[src/rtl/ex_operand_stage.sv]
// ex_operand_stage: ID/EX pipeline register with ALU operand selection and hazard stall.
// Define EX_OPERAND_FORWARD_EN to enable EX/MEM and MEM/WB forwarding; otherwise RAW hazards stall.
module ex_operand_stage #(
  parameter int XLEN = 32
) (
  input  logic            clk_i,
  input  logic            rst_ni,
  input  logic            id_valid_i,
  input  logic [XLEN-1:0] id_pc_i,
  input  logic [XLEN-1:0] id_imm_i,
  input  logic [XLEN-1:0] id_rs1_data_i,
  input  logic [XLEN-1:0] id_rs2_data_i,
  input  logic [4:0]      id_rs1_i,
  input  logic [4:0]      id_rs2_i,
  input  logic [4:0]      id_rd_i,
  input  logic [1:0]      id_asel_i,
  input  logic            id_bsel_i,
  input  logic [3:0]      id_aluctrl_i,
  input  logic            id_regwrite_i,
  input  logic            id_memread_i,
  input  logic            hold_i,
  input  logic            flush_i,
  input  logic [4:0]      mem_rd_i,
  input  logic            mem_regwrite_i,
  input  logic [XLEN-1:0] mem_result_i,
  input  logic [4:0]      wb_rd_i,
  input  logic            wb_regwrite_i,
  input  logic [XLEN-1:0] wb_data_i,
  output logic [XLEN-1:0] ALUop1_o,
  output logic [XLEN-1:0] ALUop2_o,
  output logic [3:0]      ALUctrl_o,
  output logic            ex_valid_o,
  output logic            ex_regwrite_o,
  output logic            ex_memread_o,
  output logic [4:0]      ex_rd_o,
  output logic [XLEN-1:0] ex_store_data_o,
  output logic            stall_o
);

  localparam logic [1:0] ASEL_RS1 = 2'b00;
  localparam logic [1:0] ASEL_PC  = 2'b01;

  typedef struct packed {
    logic            valid;
    logic [XLEN-1:0] pc;
    logic [XLEN-1:0] imm;
    logic [XLEN-1:0] rs1_data;
    logic [XLEN-1:0] rs2_data;
    logic [4:0]      rs1;
    logic [4:0]      rs2;
    logic [4:0]      rd;
    logic [1:0]      asel;
    logic            bsel;
    logic [3:0]      aluctrl;
    logic            regwrite;
    logic            memread;
  } entry_t;

  entry_t          entry_q;
  entry_t          entry_d;
  logic            load_use;
  logic            raw_hazard;
  logic            stall;
  logic [XLEN-1:0] rs1_fwd;
  logic [XLEN-1:0] rs2_fwd;

  // A load in EX cannot supply its data in time for a dependent instruction in decode.
  always_comb begin
    load_use = entry_q.valid && entry_q.memread && (entry_q.rd != 5'd0) &&
               ((entry_q.rd == id_rs1_i) || (entry_q.rd == id_rs2_i));
  end

`ifdef EX_OPERAND_FORWARD_EN
  function automatic logic [XLEN-1:0] fwd_sel(
    input logic [4:0]      src,
    input logic [XLEN-1:0] reg_data,
    input logic [4:0]      mem_rd,
    input logic            mem_we,
    input logic [XLEN-1:0] mem_val,
    input logic [4:0]      wb_rd,
    input logic            wb_we,
    input logic [XLEN-1:0] wb_val
  );
    logic [XLEN-1:0] result;
    result = reg_data;
    if (src != 5'd0) begin
      if (mem_we && (mem_rd == src)) begin
        result = mem_val;
      end else if (wb_we && (wb_rd == src)) begin
        result = wb_val;
      end
    end
    return result;
  endfunction

  always_comb begin
    raw_hazard = 1'b0;
    rs1_fwd = fwd_sel(entry_q.rs1, entry_q.rs1_data, mem_rd_i, mem_regwrite_i,
                      mem_result_i, wb_rd_i, wb_regwrite_i, wb_data_i);
    rs2_fwd = fwd_sel(entry_q.rs2, entry_q.rs2_data, mem_rd_i, mem_regwrite_i,
                      mem_result_i, wb_rd_i, wb_regwrite_i, wb_data_i);
  end
`else
  logic rs1_busy;
  logic rs2_busy;
  logic unused_fwd;

  // Without forwarding, any pending writer in EX or MEM of a decode source must drain first.
  always_comb begin
    rs1_busy = (id_rs1_i != 5'd0) &&
               ((entry_q.valid && entry_q.regwrite && (entry_q.rd == id_rs1_i)) ||
                (mem_regwrite_i && (mem_rd_i == id_rs1_i)));
    rs2_busy = (id_rs2_i != 5'd0) &&
               ((entry_q.valid && entry_q.regwrite && (entry_q.rd == id_rs2_i)) ||
                (mem_regwrite_i && (mem_rd_i == id_rs2_i)));
    raw_hazard = rs1_busy || rs2_busy;
    rs1_fwd = entry_q.rs1_data;
    rs2_fwd = entry_q.rs2_data;
  end

  assign unused_fwd = ^{mem_result_i, wb_rd_i, wb_regwrite_i, wb_data_i,
                        entry_q.rs1, entry_q.rs2};
`endif

  assign stall   = rst_ni && id_valid_i && !flush_i && (load_use || raw_hazard);
  assign stall_o = stall;

  // Hold wins over stall so a frozen pipeline keeps its instruction instead of bubbling it.
  always_comb begin
    entry_d = entry_q;
    if (flush_i) begin
      entry_d.valid    = 1'b0;
      entry_d.regwrite = 1'b0;
      entry_d.memread  = 1'b0;
    end else if (hold_i) begin
      entry_d = entry_q;
    end else if (stall) begin
      entry_d.valid    = 1'b0;
      entry_d.regwrite = 1'b0;
      entry_d.memread  = 1'b0;
    end else begin
      entry_d.valid    = id_valid_i;
      entry_d.pc       = id_pc_i;
      entry_d.imm      = id_imm_i;
      entry_d.rs1_data = id_rs1_data_i;
      entry_d.rs2_data = id_rs2_data_i;
      entry_d.rs1      = id_rs1_i;
      entry_d.rs2      = id_rs2_i;
      entry_d.rd       = id_rd_i;
      entry_d.asel     = id_asel_i;
      entry_d.bsel     = id_bsel_i;
      entry_d.aluctrl  = id_aluctrl_i;
      entry_d.regwrite = id_regwrite_i && id_valid_i;
      entry_d.memread  = id_memread_i && id_valid_i;
    end
  end

  always_ff @(posedge clk_i or negedge rst_ni) begin
    if (!rst_ni) begin
      entry_q <= '0;
    end else begin
      entry_q <= entry_d;
    end
  end

  always_comb begin
    ALUop1_o  = '0;
    ALUop2_o  = '0;
    ALUctrl_o = 4'b0000;
    if (entry_q.valid) begin
      case (entry_q.asel)
        ASEL_RS1: ALUop1_o = rs1_fwd;
        ASEL_PC:  ALUop1_o = entry_q.pc;
        default:  ALUop1_o = '0;
      endcase
      ALUop2_o  = entry_q.bsel ? entry_q.imm : rs2_fwd;
      ALUctrl_o = entry_q.aluctrl;
    end
  end

  assign ex_valid_o      = entry_q.valid;
  assign ex_regwrite_o   = entry_q.regwrite;
  assign ex_memread_o    = entry_q.memread;
  assign ex_rd_o         = entry_q.rd;
  assign ex_store_data_o = rs2_fwd;

endmodule

[config.mk]
export PLATFORM = sky130hd
export DESIGN_NAME = ex_operand_stage
export DESIGN_NICKNAME = d
export VERILOG_FILES = /design/src/rtl/ex_operand_stage.sv
export SDC_FILE = /design/constraint.sdc
export NUM_CORES = 1
export LEC_CHECK = 0
export CAP_MARGIN = 20
export CORE_MARGIN = 3
export CORE_UTILIZATION = 40
export CTS_BUF_LIST = sky130_fd_sc_hd__clkbuf_4
export DETAILED_ROUTE_END_ITERATION = 8
export DONT_BUFFER_PORTS = 1
export GPL_TIMING_DRIVEN = 0
export PLACE_DENSITY = 0.53
export SETUP_SLACK_MARGIN = 0.5
export SLEW_MARGIN = 40
export SYNTH_ARGS = -nofsm -noshare
export SYNTH_HDL_FRONTEND = slang
export SYNTH_SLANG_ARGS = --single-unit
[constraint.sdc]
create_clock -name clk_i -period 3.8 [get_ports clk_i]
set_input_delay 0.57 -clock clk_i [delete_from_list [all_inputs] [get_ports clk_i]]
set_output_delay 0.57 -clock clk_i [all_outputs]
set_load 0.02 [all_outputs]
# Word level (Yosys, flattened, before mapping)
# Index checks and enable logic that the tools add are counted.
dict set report op_classes {
  mux 11
  n_bitwise 3
  eq_ne 6
  reduce_logical 26
}
# operator n
set op_table {}
lappend op_table {{2-to-1 mux 153 bit} 1}
lappend op_table {{2-to-1 mux 150 bit} 1}
lappend op_table {{2-to-1 mux 32 bit} 3}
lappend op_table {{case mux 32 bit (2 select lines)} 1}
lappend op_table {{equality test 5 bit} 4}
lappend op_table {{logical AND 1 bit} 15}
lappend op_table {{nonzero test 5 bit} 3}
lappend op_table {{logical OR 1 bit} 5}
lappend op_table {{2-to-1 mux 2 bit} 2}
lappend op_table {{2-to-1 mux 4 bit} 1}
lappend op_table {{NOT 1 bit} 3}
lappend op_table {{AND reduction 3 bit} 1}
lappend op_table {{equality test 2 x 1 -> 1 bit, second input constant} 1}
lappend op_table {{logical NOT 2 bit} 1}
lappend op_table {{2-to-1 mux 1 bit} 2}
lappend op_table {{inequality test 2 x 1 -> 1 bit, second input constant} 1}
lappend op_table {{logical NOT 1 bit} 1}
dict set report word_totals {
  out_inout_bits 109
  in_bits 233
  reg_bits 153
  wordCells 59
}

# Logic depth before layout (Yosys ltp)
dict set report logic_depth {
  word_depth 10
  ltp_mapped 11
  mapped_depth_nobuf 6
}

# Worst setup path before layout
# No wires, ideal clock.
dict set report synth_path {
  kind {input -> output}
  startpoint {input id_rs1_i[2]}
  endpoint {output stall_o}
  arrival_ps 2032
  cell_stages 5
  path_slack_ps 1198
  t_required_ps 3230
  path_buffers 0
  path_cell_list {xor2_1 -> nor4_1 -> nand3_1 -> o2bb2ai_1 -> a311oi_1}
}
dict set report synth_between {
  elab_chain_cells 7
  elab_cells_between_ends 12
  classes_between {2 x eq/ne; 10 x reduce/logical}
}
# element line_no
set synth_rtl {}
lappend synth_rtl {{from (decl)} 13} ;# input logic [4:0] id_rs1_i,
lappend synth_rtl {{equality test 5 bit, on equally long branches} {70, 111, 112}}
lappend synth_rtl {{logical AND 1 bit, on equally long branches} {111, 112}}
lappend synth_rtl {{logical OR 1 bit} 111} ;# ((entry_q.valid && entry_q.regwrite && (entry_q.rd == id_rs1_i)) ||
lappend synth_rtl {{logical AND 1 bit} 110} ;# rs1_busy = (id_rs1_i != 5'd0) &&
lappend synth_rtl {{logical OR 1 bit} 116} ;# raw_hazard = rs1_busy || rs2_busy;
lappend synth_rtl {{logical OR 1 bit *} 125} ;# assign stall = rst_ni && id_valid_i && !flush_i && (load_use || raw_hazard);
lappend synth_rtl {{logical AND 1 bit *} 125}
lappend synth_rtl {{to (decl)} 37} ;# output logic stall_o
# Every way passes the cells marked *; elsewhere a longest branch is shown, timed or not.

# Final worst setup path
dict set report layout_path {
  startpoint {register entry_q (netlist bit ex_valid_o)}
  endpoint {output ALUop2_o[30]}
}
dict set report layout_between {
  elab_chain_cells 1
}
# element line_no
set layout_rtl {}
lappend layout_rtl {{from (decl)} 59} ;# entry_t entry_q;
lappend layout_rtl {{from (signal assigned)} 162} ;# entry_q <= entry_d;
lappend layout_rtl {{2-to-1 mux 32 bit} 170} ;# if (entry_q.valid) begin
lappend layout_rtl {{to (decl)} 30} ;# output logic [XLEN-1:0] ALUop2_o,
# No other way between the ends.

==> flow_summary.html <==
<table>
<tr><th>Metric</th><th>Value</th></tr>
<tr><th colspan="2">Run status</th></tr>
<tr><td>Outcome</td><td>complete, but fails checks</td></tr>
<tr><td>Violated checks</td><td>hold timing</td></tr>
<tr><th colspan="2">Detailed routing</th></tr>
<tr><td>Routed vias/inst</td><td>6.38</td></tr>
<tr><td>Per-cell routed wire length</td><td>23.0 um</td></tr>
<tr><td>Post-Route WL</td><td>40100 um</td></tr>
<tr><td>Number of search-and-repair iterations in the first detailed-routing pass</td><td>7</td></tr>
<tr><td>Detailed router's first-iteration violation count</td><td>972</td></tr>
<tr><td>Antenna Nets Post-Route</td><td>0</td></tr>
<tr><td>DRC violation count after routing</td><td>0</td></tr>
<tr><td>Vias after detailed routing</td><td>11100</td></tr>
<tr><th colspan="2">Global route</th></tr>
<tr><td>Antenna violations before repair</td><td>5</td></tr>
<tr><td>Remaining Overflow, GRT</td><td>0</td></tr>
<tr><td>Maximum number of pins on one net before global-route repair</td><td>between 100 and 150</td></tr>
<tr><td>Wire length of the first global-routing pass</td><td>approximately 60000 um</td></tr>
<tr><td>Overall track demand over capacity in global routing</td><td>26.3%</td></tr>
<tr><td>Number of global-route vias before repair</td><td>10400</td></tr>
<tr><th colspan="2">Timing</th></tr>
<tr><td>Clock period minus worst slack</td><td>3.16 ns</td></tr>
<tr><td>Number of setup violations in the final report</td><td>0</td></tr>
<tr><td>Number of slew-limit violations in the final report</td><td>0</td></tr>
<tr><td>Post-route clock skew</td><td>~0.041 ns</td></tr>
<tr><td>Final hold violation count</td><td>roughly 140</td></tr>
<tr><td>Maximum clock rate</td><td>317 MHz</td></tr>
<tr><td>Portion of the clock cycle consumed by the worst path in the final layout</td><td>roughly 83%</td></tr>
<tr><td>Post-Route Hold Slack</td><td>-0.324 ns</td></tr>
<tr><td>RSZ-0062 raised after global routing</td><td>no</td></tr>
<tr><td>Worst-margin pin slew</td><td>about 0.7 ns</td></tr>
<tr><td>Worst-case setup margin in the final layout</td><td>0.643 ns</td></tr>
<tr><td>Max transition margin</td><td>53.3%</td></tr>
<tr><th colspan="2">Critical path</th></tr>
<tr><td>Count of buffering cells on the critical path with inverters included</td><td>2</td></tr>
<tr><td>CP max stage delay</td><td>0.61 ns</td></tr>
<tr><td>CP cell instances</td><td>clkbuf_1, clkbuf_2, nor2b_1</td></tr>
<tr><td>Worst endpoint data arrival time</td><td>2.59 ns</td></tr>
<tr><td>Max Fanout on Critical Path</td><td>10</td></tr>
<tr><td>Kind of capture point of the worst setup path</td><td>output pin</td></tr>
<tr><td>Register-to-register path setup slack</td><td>0.84 ns</td></tr>
<tr><td>Data required time of the worst path</td><td>3.23 ns</td></tr>
<tr><td>R2r startpoint</td><td>ex_rd_o[4]</td></tr>
<tr><td>Startpoint type of the worst setup path</td><td>register</td></tr>
<tr><td>R2R depth</td><td>11</td></tr>
<tr><td>Setup CP Type</td><td>register to output pin</td></tr>
<tr><td>Critical R2R Capture</td><td>ex_store_data_o[18]</td></tr>
<tr><td>Slowest-stage cell, CP</td><td>sky130_fd_sc_hd__dfrtp_1</td></tr>
<tr><td>Cell family contributing the most delay on the critical path</td><td>buffers and inverters</td></tr>
<tr><th colspan="2">Final layout</th></tr>
<tr><td>Area Overhead vs Synth</td><td>7.18%</td></tr>
<tr><td>Final cell utilization of the core</td><td>between 40% and 50%</td></tr>
<tr><td>Layout net count</td><td>1621</td></tr>
<tr><td>Fraction of layout instances using a drive strength above 1</td><td>about 11%</td></tr>
<tr><th colspan="2">Power</th></tr>
<tr><td>Power Density</td><td>~380 mW/mm^2</td></tr>
<tr><td>Leakage</td><td>0.00427 uW</td></tr>
<tr><td>Max IR drop VDD</td><td>roughly 0.18 mV</td></tr>
<tr><th colspan="2">Synthesis</th></tr>
<tr><td>Distinct cells, synth</td><td>41</td></tr>
<tr><td>Most used flip-flop cell after synthesis</td><td>sky130_fd_sc_hd__dfrtp_1</td></tr>
<tr><td>Async S/R FF share, synth</td><td>100%</td></tr>
<tr><td>Number of warnings reported in the yosys synthesis log</td><td>0</td></tr>
<tr><td>Post-Syn Nets</td><td>approximately 1600</td></tr>
<tr><td>Mean post-synth cell area</td><td>between 7 and 8 sq um</td></tr>
<tr><td>Post-synthesis cell count</td><td>1365</td></tr>
<tr><td>Cell types with the largest area share after synthesis</td><td>sky130_fd_sc_hd__dfrtp_1 33%, sky130_fd_sc_hd__nand2_1 9.8%, sky130_fd_sc_hd__a31oi_1 8.1%, sky130_fd_sc_hd__o311ai_1 8.1%, sky130_fd_sc_hd__o21ai_0 6.6%</td></tr>
<tr><td>Synthesis-stage register bit count</td><td>143</td></tr>
<tr><td>Fraction of synthesized cell area taken by the top area cell type</td><td>roughly a third</td></tr>
<tr><td>Sequential-to-total area share from yosys stat</td><td>33.3%</td></tr>
<tr><td>Top cell type by total area after synthesis</td><td>sky130_fd_sc_hd__dfrtp_1</td></tr>
<tr><td>Syn Std Cell Area</td><td>0.0108 sq mm</td></tr>
<tr><td>Number of enable flip-flop cells after synthesis</td><td>0</td></tr>
<tr><th colspan="2">Floorplanning</th></tr>
<tr><td>Initial Util</td><td>40.9%</td></tr>
<tr><td>Number of rows created at floorplan</td><td>59</td></tr>
<tr><td>Total Die Area</td><td>0.0289 sq mm</td></tr>
<tr><td>Number of top-level design ports</td><td>342</td></tr>
<tr><td>Chip height</td><td>between 150 and 200 um</td></tr>
<tr><td>Die W</td><td>170 um</td></tr>
<tr><td>Area inside the core boundary</td><td>0.0263 sq mm</td></tr>
<tr><th colspan="2">Clock network</th></tr>
<tr><td>Clock Pin Slew Worst Setup and Hold Paths</td><td>0.16 ns</td></tr>
<tr><td>Clock tree root buffer cell</td><td>sky130_fd_sc_hd__clkbuf_4</td></tr>
<tr><td>Total number of H-tree levels</td><td>4</td></tr>
<tr><td>TritonCTS Buffers</td><td>17</td></tr>
<tr><td>Worst-skew pair later-pin latency</td><td>0.56 ns</td></tr>
<tr><td>Clock tree from TritonCTS</td><td>done</td></tr>
<tr><td>Clock Sinks</td><td>143</td></tr>
<tr><td>Buffer depth of the longest clock path</td><td>2</td></tr>
<tr><th colspan="2">Run</th></tr>
<tr><td>Number of maximum-capacitance violations</td><td>0</td></tr>
<tr><th colspan="2">Place</th></tr>
<tr><td>DPL Wire Length</td><td>27300 um</td></tr>
<tr><td>Worst setup slack before clock tree synthesis</td><td>-0.0140 ns</td></tr>
<tr><td>Number of buffers inserted by port buffering</td><td>0</td></tr>
<tr><td>Final weighted congestion in routability-driven placement</td><td>0.848</td></tr>
<tr><th colspan="2">Worst hold path</th></tr>
<tr><td>Type of the worst min-delay path</td><td>primary input to asynchronous set/reset pin</td></tr>
</table>
## metal layers
metal  vias to the layer above  track usage (%)  wire (um)
li1                       5114                -          -
met1                      5439             36.1      17200
met2                       492             40.8      18600
met3                        59             6.02       3200
met4                         0             9.38       1100
met5                         -                0          0
## cell type report
class | count | area [sq um]
antenna | 5 | 12.5
buffer | 193 | 1040
clock buffer | 19 | 143
clock inverter | 13 | 115
fill | 2683 | 14800
inverter | 2 | 7.51
multi-input combinational | 1027 | 6170
sequential | 143 | 3580
tap | 335 | 419
timing repair buffer | 4 | 42.5
## placed cells by master, fill, tap and decap left out, types with 19 or more instances in the layout
cell type	count
sky130_fd_sc_hd__dfrtp_1	143
sky130_fd_sc_hd__clkbuf_4	19
sky130_fd_sc_hd__o21ai_0	141
sky130_fd_sc_hd__o311ai_0	40
sky130_fd_sc_hd__buf_4	41
sky130_fd_sc_hd__nand3_1	103
sky130_fd_sc_hd__clkbuf_1	102
sky130_fd_sc_hd__nand3_2	38
sky130_fd_sc_hd__o311ai_1	100
sky130_fd_sc_hd__nor2_1	38
sky130_fd_sc_hd__mux2i_1	64
sky130_fd_sc_hd__a31oi_1	140
sky130_fd_sc_hd__nand2_1	281
sky130_fd_sc_hd__nor2b_1	32
## worst max path at each step
| stage | cells after the start | slack [ns] | startpoint | endpoint |
|---|---|---|---|---|
| final | 3 | 0.64 | ex_valid_o | ALUop2_o[30] |
| after global routing | 3 | 0.57 | ex_valid_o | ALUop2_o[29] |
| after CTS | 4 | 0.50 | entry_q[6] | ALUop2_o[4] |
| after detailed placement | 8 | -0.01 | flush_i | entry_q[6] |
| after global placement | 8 | -0.04 | flush_i | entry_q[6] |
| after floorplan | 5 | 1.20 | id_rs1_i[2] | stall_o |
## what timing repair did
action | CTS | global route
hold endpoints to repair | 143 | 143
gates resized for setup | 4 | 15
buffers inserted | 0 | 3
pin swaps | 0 | 1
setup endpoints to repair | 86 | 71
## logic make-up (layout without fill, tap and decap cells)
family          after synthesis  in the layout  synth area share (%)
other cells                   0              5                     0
mux                          64             64                  5.96
xor+xnor                     20             20                  1.63
buf+inv                     195            231                  9.57
flops                       143            143                  33.3
compound gates              429            429                  26.8
simple gates                514            514                  22.8
## registers in the layout, summed over array words and instances (netlist names)
name             flops
entry_q             71
ex_store_data_o     32
rs1_fwd             32
ex_rd_o              5
ex_memread_o         1
ex_regwrite_o        1
ex_valid_o           1
## worst reg2reg max path: stages (launching register included)
cell                        delay (ns)
sky130_fd_sc_hd__dfrtp_1          0.42
sky130_fd_sc_hd__clkbuf_2         0.17
sky130_fd_sc_hd__xor2_1           0.18
sky130_fd_sc_hd__nor2_1           0.12
sky130_fd_sc_hd__nand4_1          0.18
sky130_fd_sc_hd__a2bb2oi_4        0.21
sky130_fd_sc_hd__buf_12           0.15
sky130_fd_sc_hd__buf_4            0.24
sky130_fd_sc_hd__buf_2            0.43
sky130_fd_sc_hd__clkbuf_1         0.48
sky130_fd_sc_hd__a31oi_1          0.16
sky130_fd_sc_hd__o311ai_1         0.10
## where the power goes
part	total [uW]	leakage, uW	switching [uW]	internal (uW)
clock	986	0.000127	648	338
combinational	1280	0.00248	759	522
sequential	2060	0.00166	309	1760
total	4330	0.00427	1720	2620
## stage by stage
step / hold slack (ns) / total power [uW] / instances / area (sq um) / setup TNS, ns
floorplan: 0.274 / 3030 / 1365 / 10800 / 0
global placement: 0.279 / 3330 / 1700 / 11200 / -0.0720
detailed placement: 0.281 / 3350 / 1701 / 11200 / -0.0140
CTS: -0.368 / 4350 / 1733 / 11500 / 0
global route: -0.380 / 4590 / 1740 / 11500 / 0
finish: -0.324 / 4330 / 1741 / 11500 / 0
## cells in the mapped netlist (2+ instances only)
cell                       number
sky130_fd_sc_hd__buf_4         38
sky130_fd_sc_hd__xor2_1        15
sky130_fd_sc_hd__nand4_1        2
sky130_fd_sc_hd__nor2_1        39
sky130_fd_sc_hd__buf_6         17
sky130_fd_sc_hd__nand2b_1       2
sky130_fd_sc_hd__o21ai_0      141
sky130_fd_sc_hd__mux2i_1       64
sky130_fd_sc_hd__xnor2_1        5
sky130_fd_sc_hd__nor2b_1       32
sky130_fd_sc_hd__nand2_1      281
sky130_fd_sc_hd__inv_1          2
sky130_fd_sc_hd__or4_1          2
sky130_fd_sc_hd__o311ai_0      40
sky130_fd_sc_hd__o311ai_1     100
sky130_fd_sc_hd__nand3b_1       3
sky130_fd_sc_hd__nand3_1      103
sky130_fd_sc_hd__nand3_2       38
sky130_fd_sc_hd__nor4_1         2
sky130_fd_sc_hd__a31oi_1      140
sky130_fd_sc_hd__buf_1         15
sky130_fd_sc_hd__dfrtp_1      143
sky130_fd_sc_hd__clkbuf_1     109
sky130_fd_sc_hd__buf_2         12
sky130_fd_sc_hd__and2_1         4
Note: power is estimated with default switching activity, not from simulation.
